<file path="src/rtl/music_box_pkg.sv">
// music_box_pkg: note codes, tone period constants, FSM encoding and song ROM word layout
package music_box_pkg;
  localparam logic [3:0] REST = 4'd0;
  localparam logic [3:0] C = 4'd1;
  localparam logic [3:0] D = 4'd2;
  localparam logic [3:0] E = 4'd3;
  localparam logic [3:0] F = 4'd4;
  localparam logic [3:0] G = 4'd5;
  localparam logic [3:0] A = 4'd6;
  localparam logic [3:0] B = 4'd7;
  localparam logic [3:0] CC = 4'd8;
  localparam logic [3:0] END = 4'd15;
  localparam logic [31:0] HZ_C = 32'd191109;
  localparam logic [31:0] HZ_D = 32'd170265;
  localparam logic [31:0] HZ_E = 32'd151685;
  localparam logic [31:0] HZ_F = 32'd143172;
  localparam logic [31:0] HZ_G = 32'd127551;
  localparam logic [31:0] HZ_A = 32'd113636;
  localparam logic [31:0] HZ_B = 32'd101239;
  localparam logic [31:0] HZ_CC = 32'd95556;
  localparam int CODE_LSB = 12;
  localparam int DUR_LSB = 4;
  typedef logic [2:0] state_t;
  localparam state_t S_IDLE = 3'd0;
  localparam state_t S_FETCH = 3'd1;
  localparam state_t S_LATCH = 3'd2;
  localparam state_t S_PLAY = 3'd3;
  localparam state_t S_GAP = 3'd4;
  function automatic logic is_tone(input logic [3:0] code);
    return code >= C && code <= CC;
  endfunction
  function automatic logic [31:0] note_to_hz(input logic [3:0] code);
    case (code)
      C: return HZ_C;
      D: return HZ_D;
      E: return HZ_E;
      F: return HZ_F;
      G: return HZ_G;
      A: return HZ_A;
      B: return HZ_B;
      CC: return HZ_CC;
      default: return 32'd0;
    endcase
  endfunction
endpackage

</file>
<file path="src/rtl/music_box_sequencer_if.sv">
// music_box_sequencer_if: song ROM read port and tone-generator drive of the sequencer
interface music_box_sequencer_if #(parameter int ADDR_W = 6);
  logic [ADDR_W-1:0] rom_addr;
  logic [15:0] rom_data;
  logic play_note;
  logic [31:0] hz;
  modport master (output rom_addr, play_note, hz, input rom_data);
  modport slave (input rom_addr, play_note, hz, output rom_data);
endinterface

</file>
<file path="src/rtl/music_box_sequencer_tick_prescaler.sv">
// tick_prescaler: one-cycle tick every TICK_DIV enabled cycles; reload restarts a full period
module tick_prescaler #(
  parameter int TICK_DIV = 500000
) (
  input  logic clock,
  input  logic resetn,
  input  logic reload,
  input  logic enable,
  output logic tick
);
  localparam int CW = $clog2(TICK_DIV);
  logic [CW-1:0] r_cnt;
  assign tick = enable && r_cnt == '0;
  always_ff @(posedge clock or negedge resetn)
    if (!resetn) r_cnt <= '0;
    else if (reload || tick) r_cnt <= CW'(TICK_DIV - 1);
    else if (enable) r_cnt <= r_cnt - 1'b1;
endmodule

</file>
<file path="src/rtl/music_box_sequencer.sv">
// music_box_sequencer: plays note events from a synchronous song ROM into one tone generator,
// with tick-timed durations, an articulation gap, pause/stop and looping
module music_box_sequencer import music_box_pkg::*; #(
  parameter int TICK_DIV = 500000,
  parameter int GAP_TICKS = 2,
  parameter int ADDR_W = 6
) (
  input  logic clock,
  input  logic resetn,
  input  logic start,
  input  logic stop,
  input  logic pause,
  input  logic loop_en,
  music_box_sequencer_if.master bus,
  output logic busy,
  output logic done
);
  state_t r_state;
  logic [ADDR_W-1:0] r_addr;
  logic [7:0] r_dur;
  logic [31:0] r_hz;
  logic r_play, r_done;
  logic w_tick, w_reload, w_run, w_last_tick, w_adv_done, w_unused;
  logic [3:0] w_code;
  logic [7:0] w_len;
  logic [ADDR_W-1:0] w_next_addr;
  state_t w_adv_state;
  assign w_code = bus.rom_data[CODE_LSB +: 4];
  assign w_len = bus.rom_data[DUR_LSB +: 8];
  assign w_unused = ^bus.rom_data[3:0];
  assign w_reload = r_state != S_PLAY && r_state != S_GAP;
  assign w_run = !w_reload && !pause;
  assign w_last_tick = w_tick && r_dur == 8'd1;
  assign w_next_addr = r_addr + 1'b1;
  assign w_adv_done = r_addr == '1 && !loop_en;
  assign w_adv_state = w_adv_done ? S_IDLE : S_FETCH;
  tick_prescaler #(.TICK_DIV(TICK_DIV)) u_presc (
    .clock(clock),
    .resetn(resetn),
    .reload(w_reload),
    .enable(w_run),
    .tick(w_tick)
  );
  // r_dur counts remaining ticks of the current note, then of the gap
  always_ff @(posedge clock or negedge resetn)
    if (!resetn) begin
      r_state <= S_IDLE;
      r_addr <= '0;
      r_dur <= '0;
      r_hz <= '0;
      r_play <= 1'b0;
      r_done <= 1'b0;
    end else begin
      r_done <= 1'b0;
      if (stop && r_state != S_IDLE) begin
        r_state <= S_IDLE;
        r_play <= 1'b0;
      end else case (r_state)
        S_IDLE: if (start && !stop) begin
          r_addr <= '0;
          r_state <= S_FETCH;
        end
        S_FETCH: if (!pause) r_state <= S_LATCH;
        S_LATCH: if (!pause) begin
          if (w_code == END) begin
            if (loop_en) r_addr <= '0;
            r_state <= loop_en ? S_FETCH : S_IDLE;
            r_done <= !loop_en;
          end else if (w_len == 8'd0) begin
            r_addr <= w_next_addr;
            r_state <= w_adv_state;
            r_done <= w_adv_done;
          end else begin
            r_hz <= is_tone(w_code) ? note_to_hz(w_code) : r_hz;
            r_play <= is_tone(w_code);
            r_dur <= w_len;
            r_state <= S_PLAY;
          end
        end
        S_PLAY: if (w_last_tick) begin
          r_play <= 1'b0;
          if (GAP_TICKS > 0) begin
            r_dur <= 8'(GAP_TICKS);
            r_state <= S_GAP;
          end else begin
            r_addr <= w_next_addr;
            r_state <= w_adv_state;
            r_done <= w_adv_done;
          end
        end else if (w_tick) r_dur <= r_dur - 1'b1;
        S_GAP: if (w_last_tick) begin
          r_addr <= w_next_addr;
          r_state <= w_adv_state;
          r_done <= w_adv_done;
        end else if (w_tick) r_dur <= r_dur - 1'b1;
        default: r_state <= S_IDLE;
      endcase
    end
  assign bus.rom_addr = r_addr;
  assign bus.hz = r_hz;
  assign bus.play_note = r_play && !pause;
  assign busy = r_state != S_IDLE;
  assign done = r_done;
endmodule

</file>
<file path="src/flat_wrapper.sv">
// flat-port wrapper written by rule: the top's interface ports become plain ports
module music_box_sequencer_flat import music_box_pkg::*;
#(
  parameter int TICK_DIV = 500000,
  parameter int GAP_TICKS = 2,
  parameter int ADDR_W = 6
)
  (clock, resetn, start, stop, pause, loop_en, busy, done, bus_rom_addr, bus_play_note, bus_hz, bus_rom_data);
  music_box_sequencer_if #(.ADDR_W(ADDR_W)) bus_i ();
  input  logic clock;
  input  logic resetn;
  input  logic start;
  input  logic stop;
  input  logic pause;
  input  logic loop_en;
  output logic busy;
  output logic done;
  output wire logic [$bits(bus_i.rom_addr)-1:0] bus_rom_addr;
  output wire logic [$bits(bus_i.play_note)-1:0] bus_play_note;
  output wire logic [$bits(bus_i.hz)-1:0] bus_hz;
  input wire logic [$bits(bus_i.rom_data)-1:0] bus_rom_data;
  assign bus_rom_addr = bus_i.rom_addr;
  assign bus_play_note = bus_i.play_note;
  assign bus_hz = bus_i.hz;
  assign bus_i.rom_data = bus_rom_data;
  music_box_sequencer #(.TICK_DIV(TICK_DIV), .GAP_TICKS(GAP_TICKS), .ADDR_W(ADDR_W)) u_core (.clock(clock), .resetn(resetn), .start(start), .stop(stop), .pause(pause), .loop_en(loop_en), .bus(bus_i), .busy(busy), .done(done));
endmodule
</file>
<file path="config.mk">
export PLATFORM = sky130hd
export DESIGN_NAME = music_box_sequencer_flat
export DESIGN_NICKNAME = d
export VERILOG_FILES = /design/src/rtl/music_box_pkg.sv /design/src/rtl/music_box_sequencer_if.sv /design/src/rtl/music_box_sequencer_tick_prescaler.sv /design/src/rtl/music_box_sequencer.sv /design/src/flat_wrapper.sv
export SDC_FILE = /design/constraint.sdc
export NUM_CORES = 1
export LEC_CHECK = 0
export CAP_MARGIN = 30
export CORE_MARGIN = 3
export CORE_UTILIZATION = 25
export DETAILED_ROUTE_END_ITERATION = 8
export PLACE_DENSITY = 0.54
export SYNTH_ARGS = -nofsm -noshare
export SYNTH_HDL_FRONTEND = slang
export SYNTH_SLANG_ARGS = --single-unit
</file>
<file path="constraint.sdc">
create_clock -name clock -period 2.88 [get_ports clock]
set_input_delay 0.72 -clock clock [delete_from_list [all_inputs] [get_ports clock]]
set_output_delay 0.72 -clock clock [all_outputs]
set_load 0.01 [all_outputs]
</file>
==> metrics.txt <==
commonest non-fill, non-tap cells in the layout=dfrtp_1, nand2_1, clkdlybuf4s50_1; worst skew pair latency=0.30 ns; first-pass GRT wire length=14.1 mm; Die Ht=123 um; Leakage=1.80 nW; post-route setup slack=0.111 ns; vias in the first global route=2918; via/cell ratio=4.81; grt total ovfl=0; # port buffers=44; CTS tree=done; antenna cells=0; WS Path Type=input port to register; Die ar.=0.0150 mm^2; reg2reg setup slack=0.33 ns; Placeable Area=0.0129 mm^2; sequential share of the synthesized area=41.2%; final hold viol count=0; DR DRC count=0; post-synth design cell area=0.00340 mm^2; DRT Pass-1 Iters=4; power per cell area=638 mW/mm^2; Die Width=123 um; All-Layer GR Usage=11.5%; Max Cap Viol=0; skew final=0.0149 ns; Final HPWL DP=6.02 mm; CP max FO=11; worst-case clock buffer depth=2; RSZ-0062 raised after global routing=no; Rel. slew slack=52.4%; Req. time, crit path=3.09 ns; Finished Cell Area=0.00434 mm^2; Syn. warnings=0; Synth async-reset ratio=100%; crit end category=register; area of the multi-input gates=0.00185 mm^2; GP Congestion=0.835; Slew Limit Fails=0; distinct cell type count after synthesis=58; Max IR drop VDD=291 uV; initial antenna violation count=0; Nets=481; Tightest Hold Check Type=register to register; antenna-violating nets left=0; H-tree Lvls=2; ys flop type=dfrtp_1; fmax=0.361 GHz; io pins=63; Synth Register Bits=56; layout cell share with drive strength beyond 1=13.3%; fill count=1350; Initial Utilization=26.3%; root buffer cell=clkbuf_16; wire per inst=13.1 um; Mapped Cells=382; Rows=41; Worst-Margin Slew=0.715 ns; commonest non-fill, non-tap cell in the layout=dfrtp_1; routed wire length=8.18 mm; Tcrit/Tclk final=96.1%; final number of setup-violating endpoints=0; largest net degree at the start of global routing=57; Initial DRC Count=103; cts bufs inserted=5; Hold WS=0.487 ns; Worst EP arrival=2.98 ns; startpoint types=input port; Post-DP Area=0.00419 mm^2; Post-synth EDFFs=0; P&R area growth vs syn=27.8%; Reg clk slew, reported paths=0.07 ns; status=finished clean; Avg Inst Size Synth=8.90 um^2; hold-fix buffer count after cts=0; Post-Place Setup Slack=-0.227 ns; Reg area=0.00140 mm^2; via count=2994; clock period minus worst slack=2.77 ns; clk sinks=56
[layout make-up]
class | instances | area share (%)
Sequential cell | 56 | 32.3
Clock buffer | 6 | 2.97
Inverter | 10 | 0.864
Clock inverter | 2 | 0.375
Tap cell | 172 | 4.96
Multi-Input combinational cell | 300 | 42.5
Timing Repair Buffer | 77 | 16.1
[cells in the mapped netlist (all sizes together) (3+ instances only)]
library cell / number / share of area, %
a211oi: 5 / 1.1
a21boi: 3 / 0.66
a21o: 7 / 1.6
a21oi: 15 / 2.2
a22o: 5 / 1.3
buf: 16 / 3.5
clkbuf: 13 / 1.4
dfrtp: 56 / 41
ha: 9 / 3.3
inv: 10 / 1.1
mux2: 6 / 2.0
mux2i: 3 / 0.88
nand2: 51 / 5.6
nand2b: 6 / 1.1
nand3: 12 / 1.8
nor2: 37 / 4.6
nor2b: 5 / 0.92
nor3: 9 / 1.3
nor3b: 3 / 0.99
nor4: 8 / 1.5
o21a: 3 / 0.66
o21ai: 26 / 3.8
o31ai: 11 / 2.4
or3: 11 / 2.1
or4: 7 / 1.7
xnor2: 9 / 2.3
xor2: 10 / 2.6
[flip-flops by register name, indices dropped and copies added (netlist names)]
name and count:
u_core.bus.hz 18, u_core.bus.rom_addr 6, u_core.done 1, u_core.r_dur 8, u_core.r_play 1, u_core.r_state 3
u_core.u_presc.r_cnt 19
[layer usage]
| layer | wire length, um | track usage, % | vias up |
|---|---|---|---|
| li1 | - | - | 1486 |
| met1 | 4000 | 15.8 | 1428 |
| met2 | 3670 | 18.3 | 75 |
| met3 | 424 | 2.86 | 5 |
| met4 | 80 | 2.87 | 0 |
| met5 | 0 | 0 | - |
[critical path, cell delays in order]
cell and delay, ns:
clkdlybuf4s50_1 0.43, ha_1 0.20, nand3_1 0.17, o21ai_0 0.10, a2111o_1 0.43, a211o_2 0.35, or4_1 0.41, a21oi_1 0.15
[final timing paths]
check,from,endpoint,cells after the start
setup / recovery,bus_rom_data[12],u_core.bus.rom_addr[5],8
hold reg to reg,u_core.bus.hz[11],u_core.bus.hz[11],1
min in group asynchronous,resetn,u_core.bus.hz[4],2
max in group asynchronous,resetn,u_core.r_dur[5],2
hold / removal,u_core.bus.hz[11],u_core.bus.hz[11],1
setup reg to reg,u_core.u_presc.r_cnt[10],u_core.bus.rom_addr[5],6
[where the power goes]
| group | internal, W | leakage, nW | switching [W] |
|---|---|---|---|
| logic | 0.000535 | 1.04 | 0.000524 |
| registers | 0.000968 | 0.697 | 0.000145 |
| clock network | 0.000325 | 0.0671 | 0.000274 |
[through the flow]
stage          TNS [ns]  power [W]  util [%]  cells
6_report              0    0.00277      33.6    623
2_1_floorplan         0    0.00170         -    395
4_1_cts               0    0.00281      33.5    623
3_5_place_dp      -1.51    0.00219      32.4    615
3_3_place_gp      -1.23    0.00217      32.3    614
5_1_grt               0    0.00299      33.6    623
[cells by family after synthesis]
family	after synthesis	synth area share, %
simple gates	156	23.2
compound gates	93	18.3
flops	56	41.2
buf+inv	39	6.08
xor+xnor	19	4.90
fa+ha+maj	9	3.31
mux	9	2.87
other cells	1	0.110
[timing repair]
item	in CTS	in global routing
setup buffers	0	0
endpoints found under the setup margin	0	5
resized for setup	0	3
No activity file was read; power rests on OpenSTA's default activity.
